$ cat src/rtl/onchip_memory_arbiter.sv
// Two-master round-robin arbiter in front of a single-port on-chip RAM.
// Registers the granted command and routes the RAM read data back to its owner.
module onchip_memory_arbiter #(
    parameter int ADDR_W = 10,
    parameter int DATA_W = 32,
    localparam int BE_W = DATA_W / 8
) (
    input  logic              clk,
    input  logic              reset_n,
    input  logic [ADDR_W-1:0] m0_address,
    input  logic [BE_W-1:0]   m0_byteenable,
    input  logic              m0_read,
    input  logic              m0_write,
    input  logic [DATA_W-1:0] m0_writedata,
    output logic              m0_waitrequest,
    output logic [DATA_W-1:0] m0_readdata,
    output logic              m0_readdatavalid,
    input  logic [ADDR_W-1:0] m1_address,
    input  logic [BE_W-1:0]   m1_byteenable,
    input  logic              m1_read,
    input  logic              m1_write,
    input  logic [DATA_W-1:0] m1_writedata,
    output logic              m1_waitrequest,
    output logic [DATA_W-1:0] m1_readdata,
    output logic              m1_readdatavalid,
    output logic [ADDR_W-1:0] mem_address,
    output logic [BE_W-1:0]   mem_byteenable,
    output logic              mem_chipselect,
    output logic              mem_write,
    output logic [DATA_W-1:0] mem_writedata,
    input  logic [DATA_W-1:0] mem_readdata
);

    typedef enum logic [1:0] {IDLE, ACCESS, RDATA} state_t;

    state_t state;
    logic   grant;
    logic   last_grant;
    logic   req0;
    logic   req1;
    logic   pick;

    assign req0 = m0_read | m0_write;
    assign req1 = m1_read | m1_write;
    // With both requesting, the master that was not served last wins.
    assign pick = (req0 && req1) ? ~last_grant : req1;

    assign m0_waitrequest = !(state == ACCESS && grant == 1'b0);
    assign m1_waitrequest = !(state == ACCESS && grant == 1'b1);

    always_ff @(posedge clk or negedge reset_n) begin
        if (!reset_n) begin
            state            <= IDLE;
            grant            <= 1'b0;
            last_grant       <= 1'b1;
            mem_address      <= '0;
            mem_byteenable   <= '0;
            mem_chipselect   <= 1'b0;
            mem_write        <= 1'b0;
            mem_writedata    <= '0;
            m0_readdata      <= '0;
            m1_readdata      <= '0;
            m0_readdatavalid <= 1'b0;
            m1_readdatavalid <= 1'b0;
        end else begin
            m0_readdatavalid <= 1'b0;
            m1_readdatavalid <= 1'b0;
            case (state)
                IDLE: begin
                    if (req0 || req1) begin
                        grant          <= pick;
                        last_grant     <= pick;
                        mem_chipselect <= 1'b1;
                        mem_address    <= pick ? m1_address    : m0_address;
                        mem_byteenable <= pick ? m1_byteenable : m0_byteenable;
                        mem_writedata  <= pick ? m1_writedata  : m0_writedata;
                        mem_write      <= pick ? m1_write      : m0_write;
                        state          <= ACCESS;
                    end else begin
                        mem_chipselect <= 1'b0;
                    end
                end
                ACCESS: begin
                    mem_chipselect <= 1'b0;
                    mem_write      <= 1'b0;
                    state          <= mem_write ? IDLE : RDATA;
                end
                RDATA: begin
                    // RAM q is valid this cycle for the command sampled at the end of ACCESS.
                    if (grant) begin
                        m1_readdata      <= mem_readdata;
                        m1_readdatavalid <= 1'b1;
                    end else begin
                        m0_readdata      <= mem_readdata;
                        m0_readdatavalid <= 1'b1;
                    end
                    state <= IDLE;
                end
                default: state <= IDLE;
            endcase
        end
    end

endmodule

$ cat config.mk
export PLATFORM = sky130hd
export DESIGN_NAME = onchip_memory_arbiter
export DESIGN_NICKNAME = d
export VERILOG_FILES = /design/src/rtl/onchip_memory_arbiter.sv
export SDC_FILE = /design/constraint.sdc
export NUM_CORES = 1
export LEC_CHECK = 0
export CORE_MARGIN = 2
export CORE_UTILIZATION = 44
export CTS_CLUSTER_DIAMETER = 200
export DETAILED_ROUTE_END_ITERATION = 10
export PLACE_DENSITY_LB_ADDON = 0.05
export SYNTH_ARGS = -nofsm -noshare
export SYNTH_HDL_FRONTEND = slang
export SYNTH_SLANG_ARGS = --single-unit
$ cat constraint.sdc
create_clock -name clk -period 3.09 [get_ports clk]
set_input_delay 0.309 -clock clk [delete_from_list [all_inputs] [get_ports clk]]
set_output_delay 0.309 -clock clk [all_outputs]
set_load 0.05 [all_outputs]
==> Flow_metrics.wiki, run 1 <==
{| class="wikitable"
! Metric !! Value
|-
| Outcome || finished clean
|-
| Maximum VDD drop || roughly 880 uV
|-
| Clk sinks || 118
|-
| Wire length of the first global-routing pass || 23.72 mm
|-
| Number of antenna violations at the first check in global routing || 0
|-
| Reg-to-reg critical path endpoint || mem_writedata[16]$_DFFE_PN0P_
|-
| Maximum cell stage delay along the critical path || 0.74 ns
|-
| Worst hold path type || in2async
|-
| Data arrival, critical path || 2.12 ns
|-
| Post-synthesis xor/xnor area fraction || 0
|-
| Combinational family with the most area after synthesis || compound AO/OA/AOI/OAI gates
|-
| Area Growth Syn to Fin || 62.71%
|-
| Vias after detailed routing || 4400
|-
| Number of buffers added by the clock tree synthesis step || 17
|-
| Most frequent cell after synthesis || sky130_fd_sc_hd__dfrtp_1
|-
| Total iterations of the first detailed-routing run || 7
|-
| Max cap viols || 0
|-
| Total routing resource utilization after global routing || 0.2397
|-
| Total design power || approximately 0.011 W
|-
| Post-Syn Area || 5114 um^2
|-
| Number of remaining DRC errors || 0
|-
| Reg clk slew, reported paths || 0.05 ns
|-
| Slowest stage cell on the critical path || sky130_fd_sc_hd__clkdlybuf4s50_1
|-
| Cell taking the most area after synthesis || sky130_fd_sc_hd__dfrtp_1
|-
| Finished layout cell area || 8320 um^2
|-
| Root cell of the clock tree || sky130_fd_sc_hd__clkbuf_16
|-
| Die ar. || 12500 um^2
|-
| CTS tree || yes
|-
| Synth cell count leaders || sky130_fd_sc_hd__dfrtp_1, sky130_fd_sc_hd__mux2_2, sky130_fd_sc_hd__nand3b_1
|-
| Count of state elements after synthesis || 118
|-
| Required @ worst endpoint || approximately 2.8 ns
|-
| Post-layout min period || 2.433 ns
|-
| Flip-flop cell with the highest count after synthesis || sky130_fd_sc_hd__dfrtp_1
|-
| Die Wd || 111.8 um
|-
| Post-synthesis cell type count || 26
|-
| Leakage power total || approximately 3.3 nW
|-
| Syn Nets || 560
|-
| Endpoint kind of the worst setup timing path || primary output
|-
| Gate Count Post-Synth || 430
|-
| Quantity of hold-fixing buffers added after cts || 0
|-
| Multiplexer share of the synthesized area || 0.1453
|-
| Synthesized-area fraction occupied by and/or/nand/nor cells || 0.08295
|-
| Complex-gate fraction of the synthesized area || 0.1554
|-
| Placeable core area || 11370 um^2
|-
| FFs w/ async S/R, synth || 1.000
|-
| Number of nets still failing antenna checks after routing || 0
|-
| Top cells by area in the synthesized netlist || sky130_fd_sc_hd__dfrtp_1, sky130_fd_sc_hd__mux2_2, sky130_fd_sc_hd__nand3b_1
|-
| Synth Area in Adders || 0
|-
| Proportion of synthesized chip area in sequential cells || 0.5777
|-
| Post-CTS setup buffer count || 0
|-
| Final Hold Viols || 0
|-
| Reg-to-reg setup timing slack || 1.36 ns
|-
| Crit path cell chain || or3b_2 -> clkdlybuf4s50_1
|-
| Slew of the pin with the lowest slew margin || 0.9268 ns
|-
| Final setup TNS || 0 ns
|-
| Highest net fanout along the worst path || 7
|-
| FILL cells || 833
|-
| Sum of overflow across all layers after global routing || 0
|-
| Starting density of the core || 0.4498
|-
| Final setup fails || 0
|-
| Wire per inst || about 18 um
|-
| Post-cts gate resize count || 0
|-
| Unrepaired setup endpoints after global routing || false
|-
| Mean Syn Cell Area || 11.89 um^2
|-
| Total of buffers placed on input and output ports || 245
|-
| RePlAce Congestion || 0.8111
|-
| Count of flip-flops with a built-in enable after synthesis || 0
|-
| Total wire length || between 10 and 15 mm
|-
| Type of the setup path with the least slack || reg2out
|-
| Reg-to-reg critical path startpoint || last_grant$_DFFE_PN1P_
|-
| Final clock skew || 0.009410 ns
|-
| Portion of synthesized cell area occupied by the leading cell type || 0.5725
|-
| DRC marker count from the first detailed-route iteration || approximately 260
|-
| Power per standard cell area || between 1000 and 1500 nW/um^2
|-
| DP HPWL || around 10 mm
|-
| Number of nets in the layout || 791
|-
| Maximum number of buffers from clock root to sink || 2
|-
| Clock latency at the later pin of the worst-skew pair || 0.40 ns
|-
| Number of top-level pins || 246
|-
| Cell area after placement || 7687 um^2
|-
| Via density per instance || 5.392
|-
| Share of layout cells above drive strength 1 || 0.1634
|-
| Vert. Die Dim || 111.8 um
|-
| Synth warn || 0
|-
| Diodes inserted || 0
|-
| Period Utilization, post-route || 0.7874
|-
| Maximum level of the CTS H-tree || 4
|-
| Sort of element at the start of the critical path || register
|-
| Maximum number of pins on one net before global-route repair || 74
|-
| Number of rows created at floorplan || 39
|-
| Number of max-slew violations in the final report || 0
|-
| Number of cell instances on the worst register-to-register path || 4
|-
| Max-slew headroom || 0.3821
|-
| Fmax || 411.0 MHz
|-
| Number of global-route vias before repair || 4591
|}
## cell families after synthesis
group                  count (synthesis)
AO/OA/AOI/OAI                        145
flip-flops                           118
multiplexers                          66
AND/OR/NAND/NOR                       58
buffers and inverters                 43
## placed cells by master (no fill, tap or decap)
cell type	count
sky130_fd_sc_hd__or4_1	1
sky130_fd_sc_hd__o21ai_1	4
sky130_fd_sc_hd__nor3b_1	1
sky130_fd_sc_hd__dfstp_2	1
sky130_fd_sc_hd__and2_2	1
sky130_fd_sc_hd__nor2_1	1
sky130_fd_sc_hd__o21bai_1	1
sky130_fd_sc_hd__clkbuf_16	17
sky130_fd_sc_hd__o21ai_0	43
sky130_fd_sc_hd__clkbuf_8	4
sky130_fd_sc_hd__or3b_2	1
sky130_fd_sc_hd__a31oi_1	46
sky130_fd_sc_hd__clkdlybuf4s50_1	244
sky130_fd_sc_hd__nand3b_1	48
sky130_fd_sc_hd__nor2_4	2
sky130_fd_sc_hd__clkinvlp_4	2
sky130_fd_sc_hd__mux2_2	64
sky130_fd_sc_hd__nand2b_1	1
sky130_fd_sc_hd__mux2_1	2
sky130_fd_sc_hd__o21ai_4	1
sky130_fd_sc_hd__clkinv_2	2
sky130_fd_sc_hd__o2bb2ai_1	1
sky130_fd_sc_hd__inv_1	1
sky130_fd_sc_hd__clkbuf_1	2
sky130_fd_sc_hd__a21o_1	1
sky130_fd_sc_hd__bufinv_16	4
sky130_fd_sc_hd__nand2_1	1
sky130_fd_sc_hd__o21a_1	1
sky130_fd_sc_hd__buf_4	7
sky130_fd_sc_hd__buf_12	3
sky130_fd_sc_hd__dfrtp_1	117
sky130_fd_sc_hd__a21oi_1	47
sky130_fd_sc_hd__nor3b_4	1
## worst max-delay path by stage
| stage | start | endpoint | slack (ns) | depth (start not counted) |
|---|---|---|---|---|
| 3_5_place_dp | m0_read | mem_writedata[10]$_DFFE_PN0P_ | 0.80 | 5 |
| 5_1_grt | state[0]$_DFFE_PN0P_ | m0_waitrequest | 0.59 | 2 |
| 2_1_floorplan | m0_read | mem_address[8]$_DFFE_PN0P_ | 1.51 | 5 |
| 3_3_place_gp | m0_read | mem_address[8]$_DFFE_PN0P_ | 0.87 | 5 |
| 6_report | state[0]$_DFFE_PN0P_ | m0_waitrequest | 0.66 | 2 |
| 4_1_cts | state[0]$_DFFE_PN0P_ | m0_waitrequest | 0.64 | 2 |
## sequential cells by signal, summed over array words and instances, names as in the netlist, 2 cells and up
| register | count |
|---|---|
| mem_byteenable | 4 |
| mem_writedata | 32 |
| m0_readdata | 32 |
| m1_readdata | 32 |
| state | 2 |
| mem_address | 10 |
## layer usage
metal  GRT usage  up-vias  wire [um]
met4     0.09794        0        401
met2      0.4121      190       7438
met3     0.07730       28       1179
met5           0        -          0
li1            -     2049          -
met1      0.2773     2133       5838
## where the power goes
part | total [W] | leakage [nW] | switching, W | internal (W)
Clock | 0.00207 | 0.305 | 0.000641 | 0.00143
Sequential | 0.00283 | 1.37 | 0.000465 | 0.00236
Combinational | 0.00639 | 1.60 | 0.00412 | 0.00227
## area by class of cell
cell class              count  area (um^2)  share of cell area
flip-flops and latches    118         2954              0.3550
clock inverters             8        145.1             0.01744
multi-input cells         269         1996              0.2398
repair buffers            254         2555              0.3071
inverters                   1        3.754           0.0004511
clock buffers              23        488.0             0.05865
well taps                 143        178.9             0.02150
## worst max-delay path: cells and delay by family (launching register included)
kind                   cells  cell delay (ns)
buffers and inverters      1             0.74
flip-flops                 1             0.52
AND/OR/NAND/NOR            1             0.47
## through the flow
| stage | cells | util | hold slack, ns | setup WS (ns) |
|---|---|---|---|---|
| 6_report | 816 | 0.7318 | 0.02917 | 0.6569 |
| 3_3_place_gp | 785 | 0.6761 | 0.4725 | 0.8731 |
| 4_1_cts | 816 | 0.7318 | 0.06245 | 0.6360 |
| 2_1_floorplan | 430 | - | 0.01341 | 1.514 |
| 5_1_grt | 816 | 0.7318 | 0.1162 | 0.5903 |
| 3_5_place_dp | 785 | 0.6761 | 0.4689 | 0.7980 |
No activity file was read; power rests on OpenSTA's default activity.
==> run 2, diff against run 1 <==
--- a/config.mk
+++ b/config.mk
@@ -6,7 +6,7 @@
 export NUM_CORES = 1
 export LEC_CHECK = 0
 export CORE_MARGIN = 2
-export CORE_UTILIZATION = 44
+export CORE_UTILIZATION = 37
 export CTS_CLUSTER_DIAMETER = 200
 export DETAILED_ROUTE_END_ITERATION = 10
 export PLACE_DENSITY_LB_ADDON = 0.05
==> constraint.sdc (replaced) <==
create_clock -name clk -period 2.2 [get_ports clk]
set_input_delay 0.22 -clock clk [delete_from_list [all_inputs] [get_ports clk]]
set_output_delay 0.22 -clock clk [all_outputs]
set_load 0.05 [all_outputs]
==> run 2 against run 1 <==
Via count decreased by 0.32%. Largest power group unchanged. Critical path depth unchanged. Sequential power increased by 39%. Worst hold slack improved by 0.15 ns. Highest routed layer unchanged. First-iteration DRC count decreased by 1.5%. Utilization decreased by 9.9 points. Final cell count increased by 5.5%. Global-route usage decreased by 3.6 points. Die area increased by 18%. Clock skew decreased by 0.0037 ns.
==> Flow_metrics.wiki, run 2 (synthesis results as in run 1) <==
{| class="wikitable"
! Metric !! Value
|-
| Commonest non-fill, non-tap cells in the layout || sky130_fd_sc_hd__clkdlybuf4s50_1, sky130_fd_sc_hd__dfrtp_1, sky130_fd_sc_hd__mux2_2
|-
| Total routing resource utilization after global routing || 0.2041
|-
| Root cell of the clock tree || sky130_fd_sc_hd__clkbuf_16
|-
| Total iterations of the first detailed-routing run || 6
|-
| Final setup TNS || 0 ns
|-
| CP Buf/Inv Count || 1
|-
| Max-slew headroom || 0.6245
|-
| DRC marker count from the first detailed-route iteration || 255
|-
| DP HPWL || 10.59 mm
|-
| Post-layout min period || about 2.1 ns
|-
| Number of buffers added by the clock tree synthesis step || 17
|-
| Crit path cell chain || nand3b_1 -> clkdlybuf4s50_1
|-
| Core Util, Final || 0.6333
|-
| Data arrival, critical path || 1.89 ns
|-
| Share of layout cells above drive strength 1 || 0.1796
|-
| CP top delay family || buffers and inverters
|-
| Fmax || 473.0 MHz
|-
| Required @ worst endpoint || 1.98 ns
|-
| Maximum cell stage delay along the critical path || about 0.82 ns
|-
| Period Utilization, post-route || 0.9609
|-
| Maximum VDD drop || 767.0 uV
|-
| Number of remaining DRC errors || 0
|-
| Maximum number of buffers from clock root to sink || 2
|-
| Endpoint kind of the worst setup timing path || primary output
|-
| Sum of overflow across all layers after global routing || 0
|-
| Maximum number of pins on one net before global-route repair || between 60 and 70
|-
| Number of rows created at floorplan || 42
|-
| Sort of element at the start of the critical path || register
|-
| Routed wl met2 || 7.343 mm
|-
| Vias after detailed routing || 4386
|-
| Power per standard cell area || 1864 nW/um^2
|-
| Largest registers || m0_readdata (32), m1_readdata (32), mem_writedata (32)
|-
| Placeable core area || 13350 um^2
|-
| Die Wd || 121.6 um
|-
| Max cap viols || 0
|-
| Area Growth Syn to Fin || 65.30%
|-
| Cell area after placement || 7841 um^2
|-
| Slowest stage cell on the critical path || sky130_fd_sc_hd__clkdlybuf4s50_1
|-
| Vert. Die Dim || 121.6 um
|-
| Total wire length || 14.73 mm
|-
| Clock latency at the later pin of the worst-skew pair || 0.41 ns
|-
| Wire length of the first global-routing pass || 23.23 mm
|-
| Type of the setup path with the least slack || reg2out
|-
| RePlAce Congestion || 0.7891
|-
| Highest net fanout along the worst path || 8
|-
| Unrepaired setup endpoints after global routing || false
|-
| Met3 wire length || 1.178 mm
|-
| Number of nets in the layout || 802
|-
| Starting density of the core || 0.3831
|-
| Via density per instance || 5.094
|-
| Final clock skew || 0.005686 ns
|-
| Diodes inserted || 0
|-
| Leakage power total || 3.329 nW
|-
| Total of buffers placed on input and output ports || around 250
|-
| Wire length on met1 || 5.923 mm
|-
| Most common library cell in the layout ignoring fill and taps || sky130_fd_sc_hd__clkdlybuf4s50_1
|-
| Number of max-slew violations in the final report || 0
|-
| Wire per inst || about 17 um
|-
| Number of global-route vias before repair || 4538
|-
| FILL cells || around 1100
|-
| Worst hold path type || in2async
|-
| Final setup fails || 0
|-
| Final Hold Viols || 0
|-
| Number of top-level pins || approximately 250
|-
| Finished layout cell area || approximately 8500 um^2
|-
| Clk sinks || 118
|-
| Number of nets still failing antenna checks after routing || 0
|-
| Number of antenna violations at the first check in global routing || 0
|-
| Highest routed metal layer || met4
|-
| Outcome || finished clean
|-
| CTS tree || yes
|-
| Slew of the pin with the lowest slew margin || 0.5615 ns
|-
| Reg clk slew, reported paths || 0.06 ns
|-
| Maximum level of the CTS H-tree || 4
|-
| Die ar. || 14780 um^2
|}
run 2: final timing paths:
kind / to / slack (ns) / from / cells past startpoint
worst max-delay path: m1_waitrequest / 0.09 / state[1]$_DFFE_PN0P_ / 2
worst min-delay path: m0_readdata[5]$_DFFE_PN0P_ / 0.18 / reset_n / 2
worst max register to register: m1_readdata[26]$_DFFE_PN0P_ / 0.64 / state[1]$_DFFE_PN0P_ / 3
worst min register to register: state[1]$_DFFE_PN0P_ / 0.47 / mem_write$_DFFE_PN0P_ / 1
max in group asynchronous: last_grant$_DFFE_PN1P_ / 1.37 / reset_n / 3
min in group clk: mem_writedata[31]$_DFFE_PN0P_ / 0.39 / m0_writedata[31] / 3
run 2: final cells by class:
cell class                 count  area (um^2)  area share
clock buffer                  21        480.5     0.05684
tap                          176        220.2     0.02605
inverter                       1        3.754   0.0004440
multi-input combinational    269         1996      0.2361
timing repair buffer         265         2676      0.3166
clock inverter                11        122.6     0.01451
sequential                   118         2954      0.3495
run 2: where the power goes:
group	total (W)	switching, W	internal (W)
registers	0.00393	0.000613	0.00331
clock network	0.00275	0.000971	0.00178
logic	0.00908	0.00579	0.00329
total	0.0158	0.00737	0.00838
run 2: timing repair:
action | CTS | global route
gates resized for setup | 1 | 0
setup buffers | 0 | 0
hold endpoints to repair | 117 | 0
endpoints found under the setup margin | 1 | 0
hold buffers | 1 | 0
run 2: metal layers:
layer / GRT usage / vias to the layer above
met5: 0 / -
met2: 0.3427 / 156
met3: 0.07116 / 17
met1: 0.2399 / 2134
met4: 0.08190 / 0
li1: - / 2079
run 2: through the flow:
stage	total power (W)	instances	hold slack (ns)	setup slack, ns
floorplan	0.009892	430	-0.07559	0.6514
global placement	0.01298	828	0.06440	0.2586
detailed placement	0.01312	828	0.06615	0.2048
CTS	0.01591	861	0.1806	0.06075
global route	0.01655	861	0.2075	0.007729
finish	0.01576	861	0.1838	0.08604
